<file path="src/rtl/leitor_dht11.sv">
// DHT11 single-wire reader: issues the host start pulse, times the sensor's
// response and data pulses, and publishes a checksum-verified 40-bit frame.
module leitor_dht11 #(
    parameter int T_START   = 18000,
    parameter int T_LIMIAR  = 40,
    parameter int T_TIMEOUT = 255
) (
    input  logic        clock_1MHZ,
    input  logic        reset,
    input  logic        iniciar,
    input  logic        dht_in,
    output logic        dht_oe,
    output logic [39:0] dados,
    output logic        ocupado,
    output logic        pronto,
    output logic        erro
);
    typedef enum logic [2:0] {
        OCIOSO, START_BAIXO, ESPERA_RESP, RESP_BAIXO,
        RESP_ALTO, BIT_BAIXO, BIT_ALTO, VERIFICA
    } estado_t;

    estado_t     estado;
    logic        sync1, sync2, linha_ant;
    logic [15:0] fase;
    logic [5:0]  nbits;
    logic [39:0] shift;
    logic        subida, descida, evento, esgotou, bit_lido;
    logic [7:0]  soma;

    // Idle line is high, so the synchronizer resets to 1 to avoid a false edge.
    always_ff @(posedge clock_1MHZ) begin
        if (reset) begin
            sync1     <= 1'b1;
            sync2     <= 1'b1;
            linha_ant <= 1'b1;
        end else begin
            sync1     <= dht_in;
            sync2     <= sync1;
            linha_ant <= sync2;
        end
    end

    assign subida   = sync2 & ~linha_ant;
    assign descida  = ~sync2 & linha_ant;
    assign esgotou  = (fase >= 16'(T_TIMEOUT - 1));
    assign bit_lido = (fase > 16'(T_LIMIAR));
    assign soma     = shift[39:32] + shift[31:24] + shift[23:16] + shift[15:8];

    always_comb begin
        evento = 1'b0;
        case (estado)
            ESPERA_RESP, RESP_ALTO, BIT_ALTO: evento = descida;
            RESP_BAIXO, BIT_BAIXO:            evento = subida;
            default:                          evento = 1'b0;
        endcase
    end

    always_ff @(posedge clock_1MHZ) begin
        if (reset) begin
            estado  <= OCIOSO;
            dht_oe  <= 1'b0;
            ocupado <= 1'b0;
            pronto  <= 1'b0;
            erro    <= 1'b0;
            dados   <= '0;
            fase    <= '0;
            nbits   <= '0;
            shift   <= '0;
        end else begin
            pronto <= 1'b0;
            erro   <= 1'b0;
            fase   <= (fase == '1) ? fase : fase + 16'd1;
            case (estado)
                // ocupado is still high in the pronto/erro cycle, which also
                // keeps a request arriving in that cycle from being accepted.
                OCIOSO: begin
                    ocupado <= 1'b0;
                    if (iniciar && !ocupado) begin
                        estado  <= START_BAIXO;
                        dht_oe  <= 1'b1;
                        ocupado <= 1'b1;
                        fase    <= '0;
                        nbits   <= '0;
                    end
                end
                START_BAIXO: begin
                    if (fase == 16'(T_START - 1)) begin
                        estado <= ESPERA_RESP;
                        dht_oe <= 1'b0;
                        fase   <= '0;
                    end
                end
                ESPERA_RESP, RESP_BAIXO, RESP_ALTO, BIT_BAIXO, BIT_ALTO: begin
                    if (evento) begin
                        fase <= '0;
                        case (estado)
                            ESPERA_RESP: estado <= RESP_BAIXO;
                            RESP_BAIXO:  estado <= RESP_ALTO;
                            RESP_ALTO:   estado <= BIT_BAIXO;
                            BIT_BAIXO:   estado <= BIT_ALTO;
                            default: begin
                                shift  <= {shift[38:0], bit_lido};
                                nbits  <= nbits + 6'd1;
                                estado <= (nbits == 6'd39) ? VERIFICA : BIT_BAIXO;
                            end
                        endcase
                    end else if (esgotou) begin
                        estado <= OCIOSO;
                        fase   <= '0;
                        erro   <= 1'b1;
                    end
                end
                VERIFICA: begin
                    estado <= OCIOSO;
                    fase   <= '0;
                    if (soma == shift[7:0]) begin
                        dados  <= shift;
                        pronto <= 1'b1;
                    end else begin
                        erro <= 1'b1;
                    end
                end
                default: estado <= OCIOSO;
            endcase
        end
    end
endmodule

</file>
<file path="config.mk">
export PLATFORM = sky130hd
export DESIGN_NAME = leitor_dht11
export DESIGN_NICKNAME = d
export VERILOG_FILES = /design/src/rtl/leitor_dht11.sv
export SDC_FILE = /design/constraint.sdc
export NUM_CORES = 1
export LEC_CHECK = 0
export CAP_MARGIN = 20
export CORE_MARGIN = 1
export CORE_UTILIZATION = 50
export CTS_BUF_LIST = sky130_fd_sc_hd__clkbuf_2 sky130_fd_sc_hd__clkbuf_4 sky130_fd_sc_hd__clkbuf_8
export CTS_CLUSTER_DIAMETER = 200
export DETAILED_ROUTE_END_ITERATION = 8
export PLACE_DENSITY_LB_ADDON = 0.05
export SLEW_MARGIN = 20
export SYNTH_ARGS = -nofsm -noshare
export SYNTH_HDL_FRONTEND = slang
export SYNTH_SLANG_ARGS = --single-unit
</file>
<file path="constraint.sdc">
create_clock -name clock_1MHZ -period 5.1 [get_ports clock_1MHZ]
set_clock_uncertainty 0.2 [all_clocks]
set_input_delay 0.765 -clock clock_1MHZ [delete_from_list [all_inputs] [get_ports clock_1MHZ]]
set_output_delay 0.765 -clock clock_1MHZ [all_outputs]
set_load 0.02 [all_outputs]
</file>
==> summary.md <==
| Metric | Value |
|---|---|
| Fin Setup TNS | `0 ps` |
| Clock Latency Late Sink | `roughly 380 ps` |
| Core Region | `10,400 sq um` |
| Final setup fails | `0` |
| Ranking of synthesized cells by area | `dfxtp_1 (42%), mux2i_1 (7.6%), nand2b_1 (6.7%)` |
| Register area share after synthesis | `0.417` |
| Ratio of final minimum period to clock period | `0.782` |
| Nets | `654` |
| Fillers | `938` |
| RSZ-0062 raised after global routing | `no` |
| Row count | `37` |
| Max cap viols | `0` |
| Number of vias per cell | `5.20` |
| Multi-input combinational cell area | `just under 3000 sq um` |
| Post-synthesis cell type count | `50` |
| Gate Count Post-Synth | `593` |
| Commonest non-fill, non-tap cell in the layout | `dfxtp_1` |
| Final ANT Viol Nets | `0` |
| Avg Cell Area, Syn | `about 9 sq um` |
| Inserted Clock Buffers | `9` |
| First-pass GRT wire length | `about 18,000 microns` |
| Async SR Flop Fraction | `0` |
| Worst Path Required | `5200 ps` |
| Layout cells sized above 1 | `0.0460` |
| Dpl cell area | `5900 sq um` |
| EDFF count, synth | `0` |
| Reg area | `2240 sq um` |
| Flops & latches, synth | `112` |
| Period minus WS final | `approximately 4000 ps` |
| Largest net degree at the start of global routing | `around 130` |
| Layout area overhead | `13.9%` |
| Hold Crit Class | `flop to flop` |
| Vias in the first global route | `3,823` |
| Most used DFF post-synth | `dfxtp_1` |
| CTS tree | `built` |
| Worst-path clk slew | `roughly 100 ps` |
| Worst Setup Slack, final | `about 1100 ps` |
| Nature of the critical path startpoint | `flop` |
| Warnings from Yosys | `0` |
| Crit. End Element | `flop` |
| Postcts setup bufs | `0` |
| Post-Syn Area | `5380 sq um` |
| Worst IR Drop VDD | `0.173 mV` |
| Measured slew at the worst slew-check pin | `1080 ps` |
| Detailed-route via count | `approximately 4,000` |
| Arrival time at the worst endpoint | `4090 ps` |
| Die area | `11,200 sq um` |
| Final hold viol count | `0` |
| Syn Nets | `621` |
| Slew margin rel. | `0.281` |
| Placed Instances | `~750` |
| Top-area cell type share of the netlist area | `0.417` |
| Die width | `106 microns` |
| Most frequent cells in the layout | `dfxtp_1 (112), nand2_1 (94), nand2b_1 (58)` |
| P_leak | `between 2 and 2.5 nW` |
| Initial antenna violation count | `0` |
| Critical Path Fanout Max | `21` |
| H-tree Lvls | `3` |
| Die Y | `106 microns` |
| Initial Utilization | `0.519` |
| Root buf cell | `clkbuf_8` |
| Grt ovf | `0` |
| Detailed placement HPWL | `7180 microns` |
| Peak Freq | `251 MHz` |
| GP Congestion | `0.872` |
| ANT cells | `0` |
| Kind of critical path | `flop to flop` |
| Finished Layout Cells | `767` |
| WL/cell | `13.6 microns` |
| Slew Limit Fails | `0` |
| Max Buffers Root-to-Sink | `2` |
| CTS sink count | `112` |
| DR iter-0 viols | `~190` |
| Largest area contributor in the netlist | `dfxtp_1` |
| IO Port Bufs | `47` |
| PwrDens | `between 200 and 250 nW/um^2` |
| Status | `completed` |
| Total I/O pin count | `48` |
| Total routed wirelength | `10,400 microns` |
| Detailed Routing Iterations Pass 1 | `4` |
| Hold_buf cts | `0` |
| Final Instance Area | `between 6000 and 7000 sq um` |
| Dpl ws | `1110 ps` |
| DR DRC count | `0` |
| GR Util All Layers | `0.200` |
| CTS resizes | `0` |
==> power by group <==
group	switching, W	total, W	leakage [nW]	internal (W)
registers	0.00000711	0.000887	0.904	0.000880
clock network	0.000298	0.000593	0.109	0.000295
logic	0.0000279	0.0000489	1.08	0.0000210
total	0.000333	0.00153	2.09	0.00120
==> area by class of cell <==
cell class / count / area share
Sequential cell: 112 / 0.366
Tap cell: 136 / 0.0278
Timing Repair Buffer: 52 / 0.0825
Multi-Input combinational cell: 434 / 0.477
Inverter: 17 / 0.0104
Clock buffer: 11 / 0.0237
Clock inverter: 5 / 0.0131
==> final timing paths <==
kind	from	endpoint	slack, ps	cells after the start
worst min-delay path	sync1$_SDFF_PP1_	sync2$_SDFF_PP1_	220	1
worst min register to register	sync1$_SDFF_PP1_	sync2$_SDFF_PP1_	220	1
worst max register to register	shift[9]$_SDFFE_PP0P_	dados[7]$_SDFFE_PP0P_	1110	13
worst max-delay path	shift[9]$_SDFFE_PP0P_	dados[7]$_SDFFE_PP0P_	1110	13
==> Yosys cell counts, types with 2 or more instances <==
cell and n:
or2_2 3, nor3_1 14, mux2i_1 41, nor2b_1 2
a211oi_1 3, or2b_1 26, nor4_1 2, and4_1 3
buf_2 3, and3_1 4, nand4_1 7, a21oi_1 50
dfxtp_1 112, buf_6 5, ha_1 10, fa_1 14
o21ai_0 8, nor3b_1 2, nand2b_1 58, nor2_1 25
or3_1 2, and2_1 2, inv_1 17, clkbuf_1 22
o21bai_1 3, nand2_1 94, xor2_1 18, o31a_1 2
xnor2_1 15, nand3_1 6
==> layer usage <==
layer / up-vias / routed length [microns] / track usage
met2: 46 / 4850 / 0.335
met1: 1902 / 5200 / 0.260
met5: - / 0 / 0
met3: 10 / 237 / 0.0266
met4: 0 / 144 / 0.0784
li1: 2027 / - / -
==> per-stage QoR <==
stage,hold slack [ps],power [W],utilization
after floorplan,189,0.000945,-
after global placement,193,0.000955,0.569
after detailed placement,196,0.000957,0.569
after CTS,220,0.00154,0.591
after global routing,233,0.00158,0.591
final,219,0.00153,0.591
==> registers in the layout, summed over array words and instances, names as in the netlist <==
| signal | flops |
|---|---|
| estado | 3 |
| sync1 | 1 |
| sync2 | 1 |
| dht_oe | 1 |
| dados | 40 |
| fase | 16 |
| erro | 1 |
| pronto | 1 |
| linha_ant | 1 |
| nbits | 6 |
| shift | 40 |
| ocupado | 1 |
==> critical path, cell delays in order, from the launching register on <==
cell and delay (ps):
dfxtp_1 370, fa_1 540, inv_1 50, fa_1 490, inv_1 40, ha_1 220, fa_1 420, a21o_1 180
a21oi_1 210, xnor2_1 140, o2111ai_1 210, nor4_4 200, buf_4 400, mux2i_1 250
==> kinds of logic after synthesis <==
group	count (synthesis)	share of synthesized area
AOI/OAI and AO/OA	79	0.0858
xor gates and xnor gates	33	0.0537
adders and majority gates	24	0.0754
buffers and inverters	47	0.0405
DFF	112	0.417
muxes	41	0.0763
and+or+nand+nor	257	0.251
(Power assumes the default switching activity.)
